`src/rtl/riscv_muldiv_unit.sv`:
```
// rtl/riscv_muldiv_unit.sv - iterative RV32M multiply/divide unit with handshake and flush
module riscv_muldiv_unit #(
  parameter int DATA_W = 32,
  parameter int TAG_W  = 5
) (
  input  logic              clk,
  input  logic              reset,
  input  logic              in_valid,
  output logic              in_ready,
  input  logic [2:0]        funct3,
  input  logic [DATA_W-1:0] op_a,
  input  logic [DATA_W-1:0] op_b,
  input  logic [TAG_W-1:0]  tag_in,
  input  logic              kill,
  output logic              out_valid,
  input  logic              out_ready,
  output logic [DATA_W-1:0] result,
  output logic [TAG_W-1:0]  tag_out,
  output logic              busy
);

  localparam int CNT_W = $clog2(DATA_W);
  localparam logic [CNT_W-1:0] CNT_LAST = CNT_W'(DATA_W - 1);
  localparam logic [DATA_W-1:0] MIN_VAL = {1'b1, {(DATA_W-1){1'b0}}};

  typedef enum logic [1:0] {IDLE, CALC, FIX, DONE} state_t;

  state_t              state, state_nx;
  logic [2:0]          op_q;
  logic [TAG_W-1:0]    tag_q;
  logic [CNT_W-1:0]    cnt;
  logic [2*DATA_W-1:0] acc;
  logic [DATA_W-1:0]   b_mag;
  logic                neg_main;
  logic                neg_rem;
  logic [DATA_W-1:0]   res_q;

  // request decode: signedness, magnitudes and the divide special cases
  logic              accept, is_div, sign_a_en, sign_b_en, a_neg, b_neg;
  logic              div_zero, div_ovf, special;
  logic [DATA_W-1:0] a_abs, b_abs, special_res;

  // acc holds {upper, lower}: product high/low for multiply, remainder/quotient for divide
  logic [DATA_W:0]     mul_sum;
  logic [2*DATA_W-1:0] mul_next;
  logic [DATA_W:0]     div_shift;
  logic [DATA_W+1:0]   div_trial;
  logic [2*DATA_W-1:0] div_next;

  logic [2*DATA_W-1:0] prod_fix;
  logic [DATA_W-1:0]   quo_raw, rem_raw, quo_fix, rem_fix, fix_res;

  assign accept    = in_valid & (state == IDLE) & ~kill;
  assign is_div    = funct3[2];
  assign sign_a_en = (funct3 == 3'b001) | (funct3 == 3'b010) | (funct3 == 3'b100) | (funct3 == 3'b110);
  assign sign_b_en = (funct3 == 3'b001) | (funct3 == 3'b100) | (funct3 == 3'b110);
  assign a_neg     = sign_a_en & op_a[DATA_W-1];
  assign b_neg     = sign_b_en & op_b[DATA_W-1];
  assign a_abs     = a_neg ? -op_a : op_a;
  assign b_abs     = b_neg ? -op_b : op_b;
  assign div_zero  = is_div & (op_b == '0);
  assign div_ovf   = is_div & ~funct3[0] & (op_a == MIN_VAL) & (op_b == '1);
  assign special   = div_zero | div_ovf;

  // special results bypass the iteration entirely
  always_comb begin
    special_res = '0;
    if (div_zero) special_res = funct3[1] ? op_a : '1;
    else          special_res = funct3[1] ? '0 : op_a;
  end

  assign mul_sum   = {1'b0, acc[2*DATA_W-1:DATA_W]} + (acc[0] ? {1'b0, b_mag} : '0);
  assign mul_next  = {mul_sum, acc[DATA_W-1:1]};
  assign div_shift = {acc[2*DATA_W-1:DATA_W], acc[DATA_W-1]};
  assign div_trial = {1'b0, div_shift} - {2'b00, b_mag};

  // restoring step: keep the shifted remainder when the trial subtraction borrows
  always_comb begin
    div_next = '0;
    if (div_trial[DATA_W+1]) div_next = {div_shift[DATA_W-1:0], acc[DATA_W-2:0], 1'b0};
    else                     div_next = {div_trial[DATA_W-1:0], acc[DATA_W-2:0], 1'b1};
  end

  assign quo_raw  = acc[DATA_W-1:0];
  assign rem_raw  = acc[2*DATA_W-1:DATA_W];
  assign prod_fix = neg_main ? -acc : acc;
  assign quo_fix  = neg_main ? -quo_raw : quo_raw;
  assign rem_fix  = neg_rem ? -rem_raw : rem_raw;

  // output word selection after sign correction
  always_comb begin
    fix_res = '0;
    case (op_q)
      3'b000:                 fix_res = prod_fix[DATA_W-1:0];
      3'b001, 3'b010, 3'b011: fix_res = prod_fix[2*DATA_W-1:DATA_W];
      3'b100, 3'b101:         fix_res = quo_fix;
      default:                fix_res = rem_fix;
    endcase
  end

  // state register
  always_ff @(posedge clk or negedge reset) begin
    if (!reset) state <= IDLE;
    else        state <= state_nx;
  end

  // next-state logic; kill returns to IDLE from any active state
  always_comb begin
    state_nx = state;
    case (state)
      IDLE: if (accept) state_nx = special ? DONE : CALC;
      CALC: begin
        if (kill)                  state_nx = IDLE;
        else if (cnt == CNT_LAST)  state_nx = FIX;
      end
      FIX:  state_nx = kill ? IDLE : DONE;
      DONE: if (kill || out_ready) state_nx = IDLE;
      default: state_nx = IDLE;
    endcase
  end

  // datapath registers: latch on accept, iterate in CALC, resolve in FIX
  always_ff @(posedge clk or negedge reset) begin
    if (!reset) begin
      op_q     <= '0;
      tag_q    <= '0;
      cnt      <= '0;
      acc      <= '0;
      b_mag    <= '0;
      neg_main <= 1'b0;
      neg_rem  <= 1'b0;
      res_q    <= '0;
    end else begin
      case (state)
        IDLE: if (accept) begin
          op_q     <= funct3;
          tag_q    <= tag_in;
          cnt      <= '0;
          acc      <= {{DATA_W{1'b0}}, a_abs};
          b_mag    <= b_abs;
          neg_main <= a_neg ^ b_neg;
          neg_rem  <= a_neg;
          if (special) res_q <= special_res;
        end
        CALC: if (!kill) begin
          acc <= op_q[2] ? div_next : mul_next;
          if (cnt != CNT_LAST) cnt <= cnt + CNT_W'(1);
        end
        FIX: if (!kill) res_q <= fix_res;
        default: ;
      endcase
    end
  end

  assign in_ready  = (state == IDLE);
  assign out_valid = (state == DONE);
  assign busy      = (state != IDLE);
  assign result    = res_q;
  assign tag_out   = tag_q;

endmodule

```
`config.mk`:
```
export PLATFORM = sky130hd
export DESIGN_NAME = riscv_muldiv_unit
export DESIGN_NICKNAME = d
export VERILOG_FILES = /design/src/rtl/riscv_muldiv_unit.sv
export SDC_FILE = /design/constraint.sdc
export NUM_CORES = 1
export LEC_CHECK = 0
export BUFFER_PORTS_ARGS = -buffer_cell sky130_fd_sc_hd__buf_2
export CAP_MARGIN = 25
export CORE_MARGIN = 3
export CORE_UTILIZATION = 62
export CTS_CLUSTER_DIAMETER = 30
export DETAILED_ROUTE_END_ITERATION = 10
export PLACE_DENSITY = 0.82
export SETUP_SLACK_MARGIN = 0.05
export SYNTH_ARGS = -nofsm -noshare
export SYNTH_HDL_FRONTEND = slang
export SYNTH_SLANG_ARGS = --single-unit
```
`constraint.sdc`:
```
create_clock -name clk -period 4.1 [get_ports clk]
set_input_delay 0.41 -clock clk [delete_from_list [all_inputs] [get_ports clk]]
set_output_delay 0.41 -clock clk [all_outputs]
set_load 0.1 [all_outputs]
```
# Word-level counts from Yosys, hierarchy flattened
# Index checks and enable logic that the tools add are counted.
dict set report totals {
  ff_bits 145
  inputBits 77
  out_inout_bits 40
  word_cells 101
}
dict set report op_classes {
  add_sub_neg 8
  eq_ne 23
  mux 30
  bitwise 17
  reduce_logical 14
}
# operator n
set op_table {}
lappend op_table {{2-to-1 mux 32 bit} 11}
lappend op_table {{2-to-1 mux 64 bit} 5}
lappend op_table {{negator 32 bit} 4}
lappend op_table {{case mux 64 bit (2 select lines)} 1}
lappend op_table {{case mux 32 bit (3 select lines)} 1}
lappend op_table {{== test 32 bit, second input constant} 2}
lappend op_table {{negator 64 bit} 1}
lappend op_table {{case mux 32 bit (2 select lines)} 1}
lappend op_table {{subtractor 33 x 32 -> 34 bit} 1}
lappend op_table {{adder 32 x 32 -> 33 bit} 1}
lappend op_table {{zero test 32 bit} 1}
lappend op_table {{2-to-1 mux 5 bit} 3}
lappend op_table {{== test 3 bit, second input constant} 4}
lappend op_table {{2-to-1 mux 2 bit} 6}
lappend op_table {{case mux 5 bit (2 select lines)} 1}
lappend op_table {{== test 3 x 2 -> 1 bit, second input constant} 3}
lappend op_table {{bitwise AND 1 bit} 8}
lappend op_table {{case mux 2 bit (4 select lines)} 1}
lappend op_table {{AND reduction 4 bit} 2}
lappend op_table {{== test 3 x 1 -> 1 bit, second input constant} 2}
lappend op_table {{inequality test 2 x 1 -> 1 bit, second input constant} 3}
lappend op_table {{inequality test 2 bit, second input constant} 3}
lappend op_table {{OR 1 bit} 6}
lappend op_table {{AND reduction 3 bit} 2}
lappend op_table {{15 further kinds} 19}

# Longest topological paths before layout
dict set report depth {
  word_depth 8
  mapped_depth 14
  depth_no_buf 13
}

# Worst setup path after synthesis
# Ideal clock, no wire load.
dict set report synth_timing {
  kind {register -> register}
  from {reg state[1]}
  to {reg acc[61]}
  setup_ps 136
  arrival_time_ps 4037
  required_ps 3964
  setup_slack_ps -73
  stages_incl_launch_ff 10
  n_path_buf 3
  synth_period_minus_slack_ps 4173
  cell_sequence {dfrtp_1 clkbuf_1 nor2_1 inv_1 nor3b_1 nor2_1 clkbuf_1 clkbuf_1 a221oi_1 o21ai_0}
}
dict set report synth_between {
  elab_chain_cells 5
  word_cells_on_any_way 9
  cone_classes {eq/ne: 3; mux: 1; bitwise: 2; reduce/logical: 3}
}
# item line
set synth_rtl {}
lappend synth_rtl {{from (decl)} 28} ;# state_t state, state_nx;
lappend synth_rtl {{from (signal assigned)} 104} ;# else state <= state_nx;
lappend synth_rtl {{zero test 2 bit (*)} -}
lappend synth_rtl {{via in_ready} 9} ;# output logic in_ready,
lappend synth_rtl {{bitwise AND 1 bit (2 in a row)} 53} ;# assign accept = in_valid & (state == IDLE) & ~kill;
lappend synth_rtl {{inequality test 2 x 1 -> 1 bit (no source line)} -}
lappend synth_rtl {{AND reduction 3 bit (no source line)} -}
lappend synth_rtl {{to (signal assigned)} 139} ;# acc <= {{DATA_W{1'b0}}, a_abs};
lappend synth_rtl {{to (signal assigned)} 146} ;# acc <= op_q[2] ? div_next : mul_next;
lappend synth_rtl {{to (decl)} 32} ;# logic [2*DATA_W-1:0] acc;
# Mark *: on every way through the listed nets, which the timed path passes. The rest lies on a longest branch.
# A chain may end at the register's enable or synchronous reset.

# Worst setup path in the final report
dict set report layout_timing {
  from {reg acc[0]}
  to {reg acc[60]}
}
dict set report layout_between {
  elab_chain_cells 5
}
# item line
set layout_rtl {}
lappend layout_rtl {{2-to-1 mux 32 bit} 72} ;# assign mul_sum = {1'b0, acc[2*DATA_W-1:DATA_W]} + (acc[0] ? {1'b0, b_mag} : '0);
lappend layout_rtl {{adder 32 x 32 -> 33 bit} 72}
lappend layout_rtl {{2-to-1 mux 64 bit} 146}
lappend layout_rtl {{2-to-1 mux 64 bit} 145} ;# CALC: if (!kill) begin
lappend layout_rtl {{case mux 64 bit (2 select lines)} 134} ;# case (state)
# No other way between the ends. The select of a mux whose other input is x is not followed.

==> results_dict.tcl <==
set metrics [dict create \
    setup_viol 0 \
    final_cells 2360 \
    post_route_cells_drive_above_1_share_pct 11.6 \
    worstSetupEndpointType "flip-flop" \
    dieArea_um2 25600 \
    postCtsSetupBuffers 0 \
    insertion_delay_ns 0.44 \
    fillers 1990 \
    clk_path_buf_depth 2 \
    fp.dieW_um 160 \
    drtPass1Iterations 6 \
    fmax_ghz 0.269 \
    core-area_um2 23000 \
    dp_cells 2327 \
    synth_cells 1980 \
    post-place-ws_ns 0.374 \
    ys_seq_elements 145 \
    syn-cell-area_um2 14700 \
    avgViaCountPerCell 6.66 \
    diodes 0 \
    tightest_slew_ns 0.839 \
    outcome "finished, final reports clean" \
    rr_startpoint "acc[0]" \
    start_util_pct 63.9 \
    ant_nets 0 \
    p_leak_nw 6.98 \
    layout_commonest_cell "nand2_1" \
    hpwlAfterDp_um 38800 \
    cts_made_buffers 17 \
    worstHoldStart "tag_in[3]" \
    period_share_pct 90.8 \
    drv_cap 0 \
    placementRows 55 \
    grt_pass1_wl_um 81100 \
    grt_overflow 0 \
    final_area_um2 16200 \
    ir_worst_vdd_mv 0.355 \
    wl_per_cell_um 22.0 \
    drcViolationCount 0 \
    syn_avg_cell_area_um2 7.42 \
    synth_warnings 0 \
    seq_area_frac_synth_pct 24.7 \
    holdCritPathClass "in2reg" \
    cts-htree-levels 4 \
    hold_violations 0 \
    synth_top_flop_cell "dfrtp_1" \
    start_kind "flip-flop" \
    synth.net_count 2130 \
    gp_congestion 1.04 \
    place_area_um2 15600 \
    gr-usage-all-layers_pct 39.4 \
    arrival_ns 4.07 \
    synth_cell_types 79 \
    synthArstFlopShare_pct 100 \
    cp-startpoint "acc[0]" \
    grt_start_max_net_pins 78 \
    via_count 15706 \
    io_pins 117 \
    wl_um 51800 \
    whs_ns 0.160 \
    worstPathRequired_ns 4.44 \
    slew-limit-headroom_pct 44.1 \
    synth-edff-count 0 \
    port_buffers 116 \
    rsz0062_at_grt "no" \
    slew_violations 0 \
    final_nets 2184 \
    ctsResizeCount 0 \
    mostFrequentLayoutCells "nand2_1, o21ai_0, nor2_1" \
    cts_sinks 145 \
    cts-hold-fix-buffers 1 \
    tritoncts "built" \
    clock-root-buffer "clkbuf_16" \
    setup_tns_ns 0 \
    critPathKind "reg2reg" \
    first_global_vias 14768 \
    drt-initial-drc-count 2277 \
    syn_to_final_growth_pct 10.1 \
    clock-skew-final_ns 0.0149 \
    die_h_um 160 \
    fin_ws_ns 0.378 \
    antenna_found_initial 1 \
    clkSlewWorstSetupHoldPaths_ns 0.07 \
    powerDensity_nw_per_um2 649 \
    finalCriticalPeriod_ns 3.72 \
    worstPathMaxFanout 14 \
]
[synth_stat cells (6+ instances only)]
cell type  number  area [µm²]
a21o_1         32         240
or3_1          15        93.8
nand4_1        16         100
o22ai_1        14        87.6
a222oi_1        8        80.1
buf_1          11        41.3
o41ai_1        10        87.6
and2_1         12        75.1
o31ai_1        23         173
nor3_1         35         175
inv_1          72         270
o21a_1         13        97.6
nor4_1         20         125
buf_2           9        45.0
o21ai_1        10        50.1
nand2b_1       13        81.3
a22oi_1        21         158
nand3b_1        6        45.0
a211oi_1       19         143
a21oi_1       153         766
or4_1           8        60.1
ha_1           71         888
dfrtp_1       145        3630
and3_1         11        68.8
o211ai_1       23         173
nor2_1        165         619
a31oi_1        26         163
o21bai_1       12        90.1
mux2i_1        58         581
nand3_1        30         150
o21ai_0       254        1270
nand2_1       260         976
xnor2_1       124        1090
or2_2           8        50.1
nor2b_1         9        56.3
a221oi_1       13         114
clkbuf_1      107         402
xor2_1         54         473
[worst max-delay path, stage by stage, from the launching register on]
cell	delay (ns)
dfrtp_1	0.46
inv_1	0.39
buf_4	0.26
nor2_1	0.06
ha_1	0.34
a2111oi_0	0.42
a31oi_1	0.23
a21boi_0	0.41
o21ai_0	0.28
a21oi_1	0.20
mux2_2	0.35
a221oi_1	0.23
[report_power, final]
| part | switching, mW | internal, mW | total, mW |
|---|---|---|---|
| clock network | 0.716 | 0.882 | 1.60 |
| registers | 0.716 | 1.75 | 2.47 |
| logic | 3.99 | 2.44 | 6.43 |
| total | 5.42 | 5.07 | 10.5 |
[registers in the layout, indices dropped and copies added, names as in the netlist]
register,count
acc,64
b_mag,32
result,32
cnt,5
tag_out,5
op_q,3
state,2
neg_main,1
neg_rem,1
[kinds of logic (layout without fill, tap and decap cells)]
group / Yosys count / after routing / synth area share (%)
adder cells (fa/ha/maj): 73 / 73 / 6.32
AND/OR/NAND/NOR: 641 / 641 / 20.7
XOR/XNOR: 178 / 178 / 10.6
multiplexers: 62 / 62 / 4.26
buffers and inverters: 205 / 272 / 5.48
AO/OA/AOI/OAI: 676 / 676 / 27.9
flip-flops: 145 / 145 / 24.7
[layout make-up]
| cell class | instances | area (µm²) | area share [%] |
|---|---|---|---|
| tap | 313 | 392 | 2.42 |
| multi-input combinational | 1630 | 10300 | 63.6 |
| inverter | 73 | 274 | 1.69 |
| timing repair buffer | 167 | 1020 | 6.29 |
| clock buffer | 20 | 457 | 2.82 |
| sequential | 145 | 3630 | 22.4 |
| clock inverter | 12 | 121 | 0.750 |
[per-layer routing]
layer | up-vias | part of all wire [%] | GRT usage (%)
met5 | - | 0.014 | 0
met4 | 2 | 3.7 | 14.5
met3 | 142 | 12 | 11.1
met1 | 7370 | 42 | 54.8
met2 | 956 | 43 | 58.5
li1 | 7236 | - | -
[final timing paths]
check,end,slack (ns),depth (start not counted)
min in group asynchronous,acc[43],0.53,2
setup / recovery,acc[60],0.38,11
hold / removal,tag_out[3],0.16,3
setup reg to reg,acc[60],0.38,11
max in group asynchronous,neg_rem,2.67,3
hold reg to reg,result[3],0.48,1
[per-stage QoR]
stage | util, % | total power, mW
6_report | 70.4 | 10.5
5_1_grt | 70.4 | 11.1
4_1_cts | 70.4 | 10.3
3_5_place_dp | 67.8 | 8.65
3_3_place_gp | 67.8 | 8.56
2_1_floorplan | - | 6.90
Power figures use the tool's default switching activity.
